**config.mk**
```make
export PLATFORM = sky130hd
export DESIGN_NAME = gate_bist
export DESIGN_NICKNAME = d
export VERILOG_FILES = /design/src/rtl/gate_bist_pkg.sv /design/src/rtl/gate_bist_seq.sv /design/src/rtl/gate_bist.sv
export SDC_FILE = /design/constraint.sdc
export NUM_CORES = 1
export LEC_CHECK = 0
export BUFFER_PORTS_ARGS = -buffer_cell sky130_fd_sc_hd__buf_2
export CORE_UTILIZATION = 37
export CTS_BUF_LIST = sky130_fd_sc_hd__clkbuf_8
export DETAILED_ROUTE_END_ITERATION = 10
export GPL_TIMING_DRIVEN = 0
export SYNTH_ARGS = -nofsm -noshare
export SYNTH_HDL_FRONTEND = slang
export SYNTH_SLANG_ARGS = --single-unit
```
**constraint.sdc**
```tcl
create_clock -name clk -period 2.22 [get_ports clk]
set_input_delay 0.666 -clock clk [delete_from_list [all_inputs] [get_ports clk]]
set_output_delay 0.666 -clock clk [all_outputs]
set_load 0.01 [all_outputs]
```
**src/rtl/gate_bist_pkg.sv**
```systemverilog
// Shared types and constants for the gate BIST controller.
// Truth tables are indexed by the input vector {b, a}, so TRUTH[v] is the expected output.
package gate_bist_pkg;

  typedef enum logic [1:0] {
    IDLE   = 2'd0,
    SETTLE = 2'd1,
    SAMPLE = 2'd2,
    DONE   = 2'd3
  } state_t;

  localparam int SETTLE_W = 4;

  localparam logic [3:0] TRUTH_AND  = 4'b1000;
  localparam logic [3:0] TRUTH_OR   = 4'b1110;
  localparam logic [3:0] TRUTH_XOR  = 4'b0110;
  localparam logic [3:0] TRUTH_NAND = 4'b0111;
  localparam logic [3:0] TRUTH_NOR  = 4'b0001;

endpackage

```
**src/rtl/gate_bist_seq.sv**
```systemverilog
// Vector counter and settle timer for the gate BIST controller.
// The timer counts only while run is high; step moves on to the next vector and rearms the timer.
module gate_bist_seq
  import gate_bist_pkg::*;
#(
  parameter int N_INPUTS      = 2,
  parameter int SETTLE_CYCLES = 2
) (
  input  logic                clk,
  input  logic                rst_n,
  input  logic                clear,
  input  logic                run,
  input  logic                step,
  output logic [N_INPUTS-1:0] vec,
  output logic                sample_strobe,
  output logic                last
);

  logic [SETTLE_W-1:0] cnt;

  always_ff @(posedge clk or negedge rst_n) begin
    if (!rst_n) begin
      vec <= '0;
      cnt <= '0;
    end else if (clear) begin
      vec <= '0;
      cnt <= '0;
    end else if (step) begin
      vec <= vec + 1'b1;
      cnt <= '0;
    end else if (run) begin
      cnt <= cnt + 1'b1;
    end
  end

  assign sample_strobe = run && (cnt == SETTLE_W'(SETTLE_CYCLES - 1));
  assign last          = &vec;

endmodule

```
**src/rtl/gate_bist.sv**
```systemverilog
// Self-test controller for a basic gate: walks all input vectors, samples the gate after a
// settle delay, and reports mismatch count, first failing vector and an overall pass flag.
module gate_bist
  import gate_bist_pkg::*;
#(
  parameter int                         N_INPUTS      = 2,
  parameter int                         SETTLE_CYCLES = 2,
  parameter logic [2**N_INPUTS-1:0]     TRUTH         = TRUTH_AND
) (
  input  logic                clk,
  input  logic                rst_n,
  input  logic                start,
  output logic [N_INPUTS-1:0] dut_in,
  input  logic                dut_out,
  output logic                busy,
  output logic                done,
  output logic                pass,
  output logic [N_INPUTS:0]   fail_cnt,
  output logic [N_INPUTS-1:0] fail_vec
);

  state_t              state;
  logic                clear;
  logic                run;
  logic                step;
  logic                sample_strobe;
  logic                last;
  logic                mismatch;
  logic [N_INPUTS-1:0] vec;

  assign clear = start && ((state == IDLE) || (state == DONE));
  assign run   = (state == SETTLE);
  assign step  = (state == SAMPLE) && !last;

  gate_bist_seq #(
    .N_INPUTS      (N_INPUTS),
    .SETTLE_CYCLES (SETTLE_CYCLES)
  ) u_seq (
    .clk           (clk),
    .rst_n         (rst_n),
    .clear         (clear),
    .run           (run),
    .step          (step),
    .vec           (vec),
    .sample_strobe (sample_strobe),
    .last          (last)
  );

  assign dut_in = vec;

  // Case inequality so an unknown gate output is reported as a failure in simulation.
  assign mismatch = (dut_out !== TRUTH[vec]);

  // A nonzero fail count doubles as the first-failure flag: it never returns to zero mid-run.
  always_ff @(posedge clk or negedge rst_n) begin
    if (!rst_n) begin
      state    <= IDLE;
      busy     <= 1'b0;
      done     <= 1'b0;
      pass     <= 1'b0;
      fail_cnt <= '0;
      fail_vec <= '0;
    end else begin
      case (state)
        IDLE, DONE: begin
          if (start) begin
            state    <= SETTLE;
            busy     <= 1'b1;
            done     <= 1'b0;
            pass     <= 1'b0;
            fail_cnt <= '0;
            fail_vec <= '0;
          end
        end
        SETTLE: begin
          if (sample_strobe) state <= SAMPLE;
        end
        SAMPLE: begin
          if (mismatch) begin
            if (fail_cnt != '1) fail_cnt <= fail_cnt + 1'b1;
            if (fail_cnt == '0) fail_vec <= vec;
          end
          if (last) begin
            state <= DONE;
            busy  <= 1'b0;
            done  <= 1'b1;
            pass  <= (fail_cnt == '0) && !mismatch;
          end else begin
            state <= SETTLE;
          end
        end
        default: state <= IDLE;
      endcase
    end
  end

endmodule

```
* Yosys cells after proc, flatten, opt, wreduce, memory -nomap -nowiden
Index checks and enable logic that the tools add are counted.
** Storage, ports and cells
- Bits of input ports :: 4
- Word-level logic and storage cells :: 69
- Output and inout bits :: 10
- Register bits after elaboration :: 16
** Operators by class
- Equal/unequal tests :: 12
- Order comparisons :: 1
- Reduce and logical (&&, ||, !) cells :: 18
- Multiplexer cells :: 27
- Add/sub/neg operators :: 3
** Operators by type and width (number)
- $mux 2 :: 8
- $mux 4 :: 3
- $mux 3 :: 3
- $ne 2x2->1 const B :: 4
- $reduce_and 4->1 :: 2
- $mux 1 :: 6
- $pmux 1 s2 :: 3
- $pmux 2 s3 :: 1
- $pmux 3 s2 :: 1
- $add 4x1->4 const B :: 1
- $eq 2x2->1 const B :: 2
- $eq 4x1->1 const B :: 1
- $logic_and 1x1->1 :: 4
- $ne 2x1->1 const B :: 2
- $pmux 2 s2 :: 1
- $reduce_and 2->1 :: 2
- $reduce_bool 2->1 :: 2
- $add 3x1->3 const B :: 1
- $logic_not 3->1 :: 1
- $lt 2x3->1 const B :: 1
- $ne 3x3->1 const B :: 1
- $reduce_and 3->1 :: 1
- $reduce_bool 3->1 :: 1
- $add 2x1->2 const B :: 1
- other kinds (7) :: 8

* Depth between registers and ports, before layout
- Depth after elaboration :: 7
- Gate-level depth with buffers :: 6
- Mapped depth without buffers :: 5

* Modules after synthesis
From an unflattened synthesis, not the netlist that was laid out.
** Second synthesis, totals
- Cells, all modules :: 92
- Area, all modules :: 965.9 um^2
** By module, submodules not included
- gate_bist :: cells an instance 64, instances 1, sequential area each 250.2 um^2, area each 626.9 um^2
- gate_bist_seq :: cells an instance 28, instances 1, sequential area each 150.1 um^2, area each 339.1 um^2

* Worst setup path after synthesis
Ideal clock, no wire load.
- Kind :: register -> register
- From :: register state[0]
- To :: register fail_vec[0]
- Required time :: 2096 ps
- Arrival time :: 1509 ps
- Buffers on the path :: 1
- Clock period less this slack :: 1633 ps
- Cell stages (with the launch flop) :: 7
- Library setup time :: 124 ps
- Slack :: 587 ps
- Cells stage by stage :: dfrtp_1 inv_1 ha_1 buf_6 mux2i_4 a21o_1 a211o_1
** On the way
- Word-level cells in the longest chain between the ends :: 4
- Elaborated cells on any way between the ends :: 10
- Classes of those cells :: eq/ne (5); mux (1); reduce/logical (4)
** RTL lines
- start, declared :: RTL line gate_bist.sv:22 : state_t state;
- start signal, assigned :: RTL line gate_bist.sv:57 : state <= IDLE;
- start signal, assigned :: RTL line gate_bist.sv:67 : state <= SETTLE;
- start signal, assigned :: RTL line gate_bist.sv:76 : if (sample_strobe) state <= SAMPLE;
- $eq 2x2->1 / $logic_not 2->1 (equally long branches) :: RTL line gate_bist.sv:64 : case (state)
- $reduce_or 2->1 :: RTL line gate_bist.sv:64
- $ne 2x2->1 (no source line) / $reduce_bool 2->1 (equally long branches)
- $reduce_and 4->1 (no source line)
- end signal, assigned :: RTL line gate_bist.sv:81 : if (fail_cnt == '0) fail_vec <= vec;
- end, declared :: RTL line gate_bist.sv:19 : output logic [N_INPUTS-1:0] fail_vec
Several ways; a longest one is shown, not always the timed one.
A chain may end at the register's enable or synchronous reset.

* Worst setup path after layout
- From :: register state[0]
- To :: register fail_cnt[0]
** On the way
- Word-level cells in the longest chain between the ends :: 4
- Elaborated cells on any way between the ends :: 10
- Classes of those cells :: eq/ne (5); mux (1); reduce/logical (4)
** RTL lines
- $eq 2x2->1 / $logic_not 2->1 (equally long branches) :: RTL line gate_bist.sv:64
- $reduce_or 2->1 :: RTL line gate_bist.sv:64
- $ne 2x2->1 (no source line) / $reduce_bool 2->1 (equally long branches)
- $reduce_and 4->1 (no source line)
- end signal, assigned :: RTL line gate_bist.sv:80 : if (fail_cnt != '1) fail_cnt <= fail_cnt + 1'b1;
- end, declared :: RTL line gate_bist.sv:18 : output logic [N_INPUTS:0] fail_cnt,
Several ways; a longest one is shown, not always the timed one.

==> run metrics <==
status completed; Util after Layout 0.460; crit-path max FO 9; Yosys reg bits 16; reg2reg start state[0]$_DFFE_PN0P_; reg2reg path depth 6; Final Skew approximately 0.0056 ns; PwrDens 1180 nW/um^2; worst hold margin 0.314 ns; pre-CTS setup slack approximately 0.5 ns; post-synth top area share 0.394; initial antenna violation count 0; crit path DAT approximately 1.9 ns; CTS Sinks 16; Max Slew Vio Count 0; Peak Freq between 0.5 and 0.6 GHz; post-synth top area cell dfrtp_1; CP Launch Type flip-flop; RSZ-0062 raised after global routing no; Port-buffer cells 12; TritonCTS Buffers 3; ys flop type dfrtp_1; clk slew on worst S/H paths 0.07 ns; top-count cell post-synth dfrtp_1; Post-Syn Nets 108; Mapped Cells 94; Tmin final approximately 1.7 ns; Max-Slew Margin vs Limit 0.749; die height roughly 54 um; total track usage 0.150; CP Class flip-flop to flip-flop; Yosys cell types 33; Layout fillers 243; WL final 1810 um; share of cells above drive strength 1 0.273; Worst R2R Setup Slack a little under 0.5 ns; die area around 3000 sq um; register area share after synthesis 0.394; ant diodes 0; GPL Wtd Cong 0.702; Root Buffer clkbuf_8; Syn Std Cell Area a little over 1000 sq um; yosys warns 0; synth top area cells dfrtp_1 39%, ha_1 12%, mux2i_1 5.9%, nand2_1 3.7%, a21oi_1 3.0%; final setup TNS 0 ns; Wirelength per Cell around 13 um; VDD IR max 0.000677 V; core area between 2000 and 3000 sq um; Max-Cap Viols 0; CTS tree built; Worst R2R End fail_cnt[0]$_DFFE_PN0P_; Via Count 693; Final nets about 130; critical path endpoint category flip-flop; Post-CTS Hold Fix Bufs 0; I/O pins 14; setup ws final between 0.4 and 0.5 ns; Leak 0.588 nW; hpwl dp approximately 1300 um; H-tree Lvls 1; Starting Density 0.400; Tcrit/Tclk final 0.778; Synth async-reset ratio 1.00; Avg Vias per Cell slightly below 5; Post-CTS Setup Bufs 0; Core Rows 18; Final ANT Viol Nets 0; global-route wire length before repair 2980 um; Final setup violation count 0; DRT iter0 DRCs 13; Max clock buf depth 2; syn_area_per_cell ~11 sq um; worst endpoint required time around 2.4 ns; Synth top cells by count 16 x dfrtp_1, 10 x ha_1, 10 x nand2_1; final routed DRC violation total 0; GRT Residual Overflow 0; Area growth syn-to-layout 15.0%; vias in the first global route roughly 650; Post-synth EDFFs 0; Clk Latency, worst-skew pair about 0.26 ns; Hold Vio Cnt, Final 0; Pre-antenna DRT Iters 4; chip width 54.4 um; largest net degree at the start of global routing 17; Worst Max-Slew Pin Slew between 0.3 and 0.4 ns; post-cts repair resize count 0; worst hold path type input pin to async pin
## area by class of cell
class / count / area, sq um / area share
tap: 30 / 37.5 / 0.0321
multi-input combinational: 66 / 558 / 0.477
inverter: 7 / 26.3 / 0.0225
sequential: 16 / 400 / 0.342
clock buffer: 4 / 55.1 / 0.0471
timing repair buffer: 12 / 60.1 / 0.0513
buffer: 5 / 32.5 / 0.0278
## registers in the layout (all words and copies together), names as in the netlist
name,count
done,1
busy,1
fail_vec,2
u_seq.vec,2
state,2
pass,1
fail_cnt,3
u_seq.cnt,4
## placed cells by master, fill, tap and decap left out, types with 2 or more instances in the layout
| cell | synthesis | layout |
|---|---|---|
| and3_1 | 2 | 2 |
| a211o_1 | 2 | 2 |
| clkbuf_8 | 0 | 4 |
| dfrtp_1 | 16 | 16 |
| nand2_1 | 10 | 10 |
| a21oi_1 | 6 | 6 |
| ha_1 | 10 | 10 |
| a2111oi_2 | 2 | 2 |
| mux2_2 | 2 | 2 |
| nor2_1 | 6 | 6 |
| buf_2 | 2 | 14 |
| inv_1 | 7 | 7 |
| mux2i_1 | 6 | 6 |
| xor2_1 | 3 | 3 |
## logic make-up after synthesis
logic type      after synthesis  synth area share
flops                        16             0.394
xor+xnor                      5            0.0504
compound gates               17             0.154
buf+inv                      12            0.0578
simple gates                 25             0.118
fa+ha+maj                    10             0.123
mux                           9             0.103
## power breakdown
| part | internal [mW] | switching, mW | leakage [nW] |
|---|---|---|---|
| combinational | 0.308 | 0.384 | 0.348 |
| clock | 0.158 | 0.110 | 0.0288 |
| sequential | 0.365 | 0.0619 | 0.212 |
## worst max-delay path, stage by stage (launching register included)
cell	delay (ns)
dfrtp_1	0.37
inv_1	0.09
ha_1	0.31
buf_6	0.15
mux2i_4	0.22
a221oi_4	0.29
mux2i_1	0.23
## per-layer routing
metal	vias to the layer above	global-route usage	wire length (um)	part of all wire
met3	5	0.0583	85	0.047
met1	318	0.179	860	0.47
li1	358	-	-	-
met4	0	0.0769	31	0.017
met5	-	0	0	0
met2	12	0.232	835	0.46
## metrics by stage
stage | total power [mW] | cell area [sq um] | instances
finish | 1.39 | 1170 | 140
global route | 1.50 | 1170 | 140
CTS | 1.41 | 1170 | 140
detailed placement | 1.13 | 1110 | 136
global placement | 1.11 | 1110 | 136
floorplan | 0.987 | 1020 | 94
## how the worst max path moves through the flow
| stage | cells past startpoint | slack, ns | startpoint | end |
|---|---|---|---|---|
| floorplan | 6 | 0.59 | state[0]$_DFFE_PN0P_ | fail_vec[0]$_DFFE_PN0P_ |
| global placement | 6 | 0.50 | state[0]$_DFFE_PN0P_ | fail_cnt[0]$_DFFE_PN0P_ |
| detailed placement | 6 | 0.50 | state[0]$_DFFE_PN0P_ | fail_cnt[0]$_DFFE_PN0P_ |
| CTS | 6 | 0.47 | state[0]$_DFFE_PN0P_ | fail_cnt[0]$_DFFE_PN0P_ |
| global route | 6 | 0.36 | state[0]$_DFFE_PN0P_ | fail_cnt[1]$_DFFE_PN0P_ |
| finish | 6 | 0.49 | state[0]$_DFFE_PN0P_ | fail_cnt[0]$_DFFE_PN0P_ |
Power figures use the tool's default switching activity.
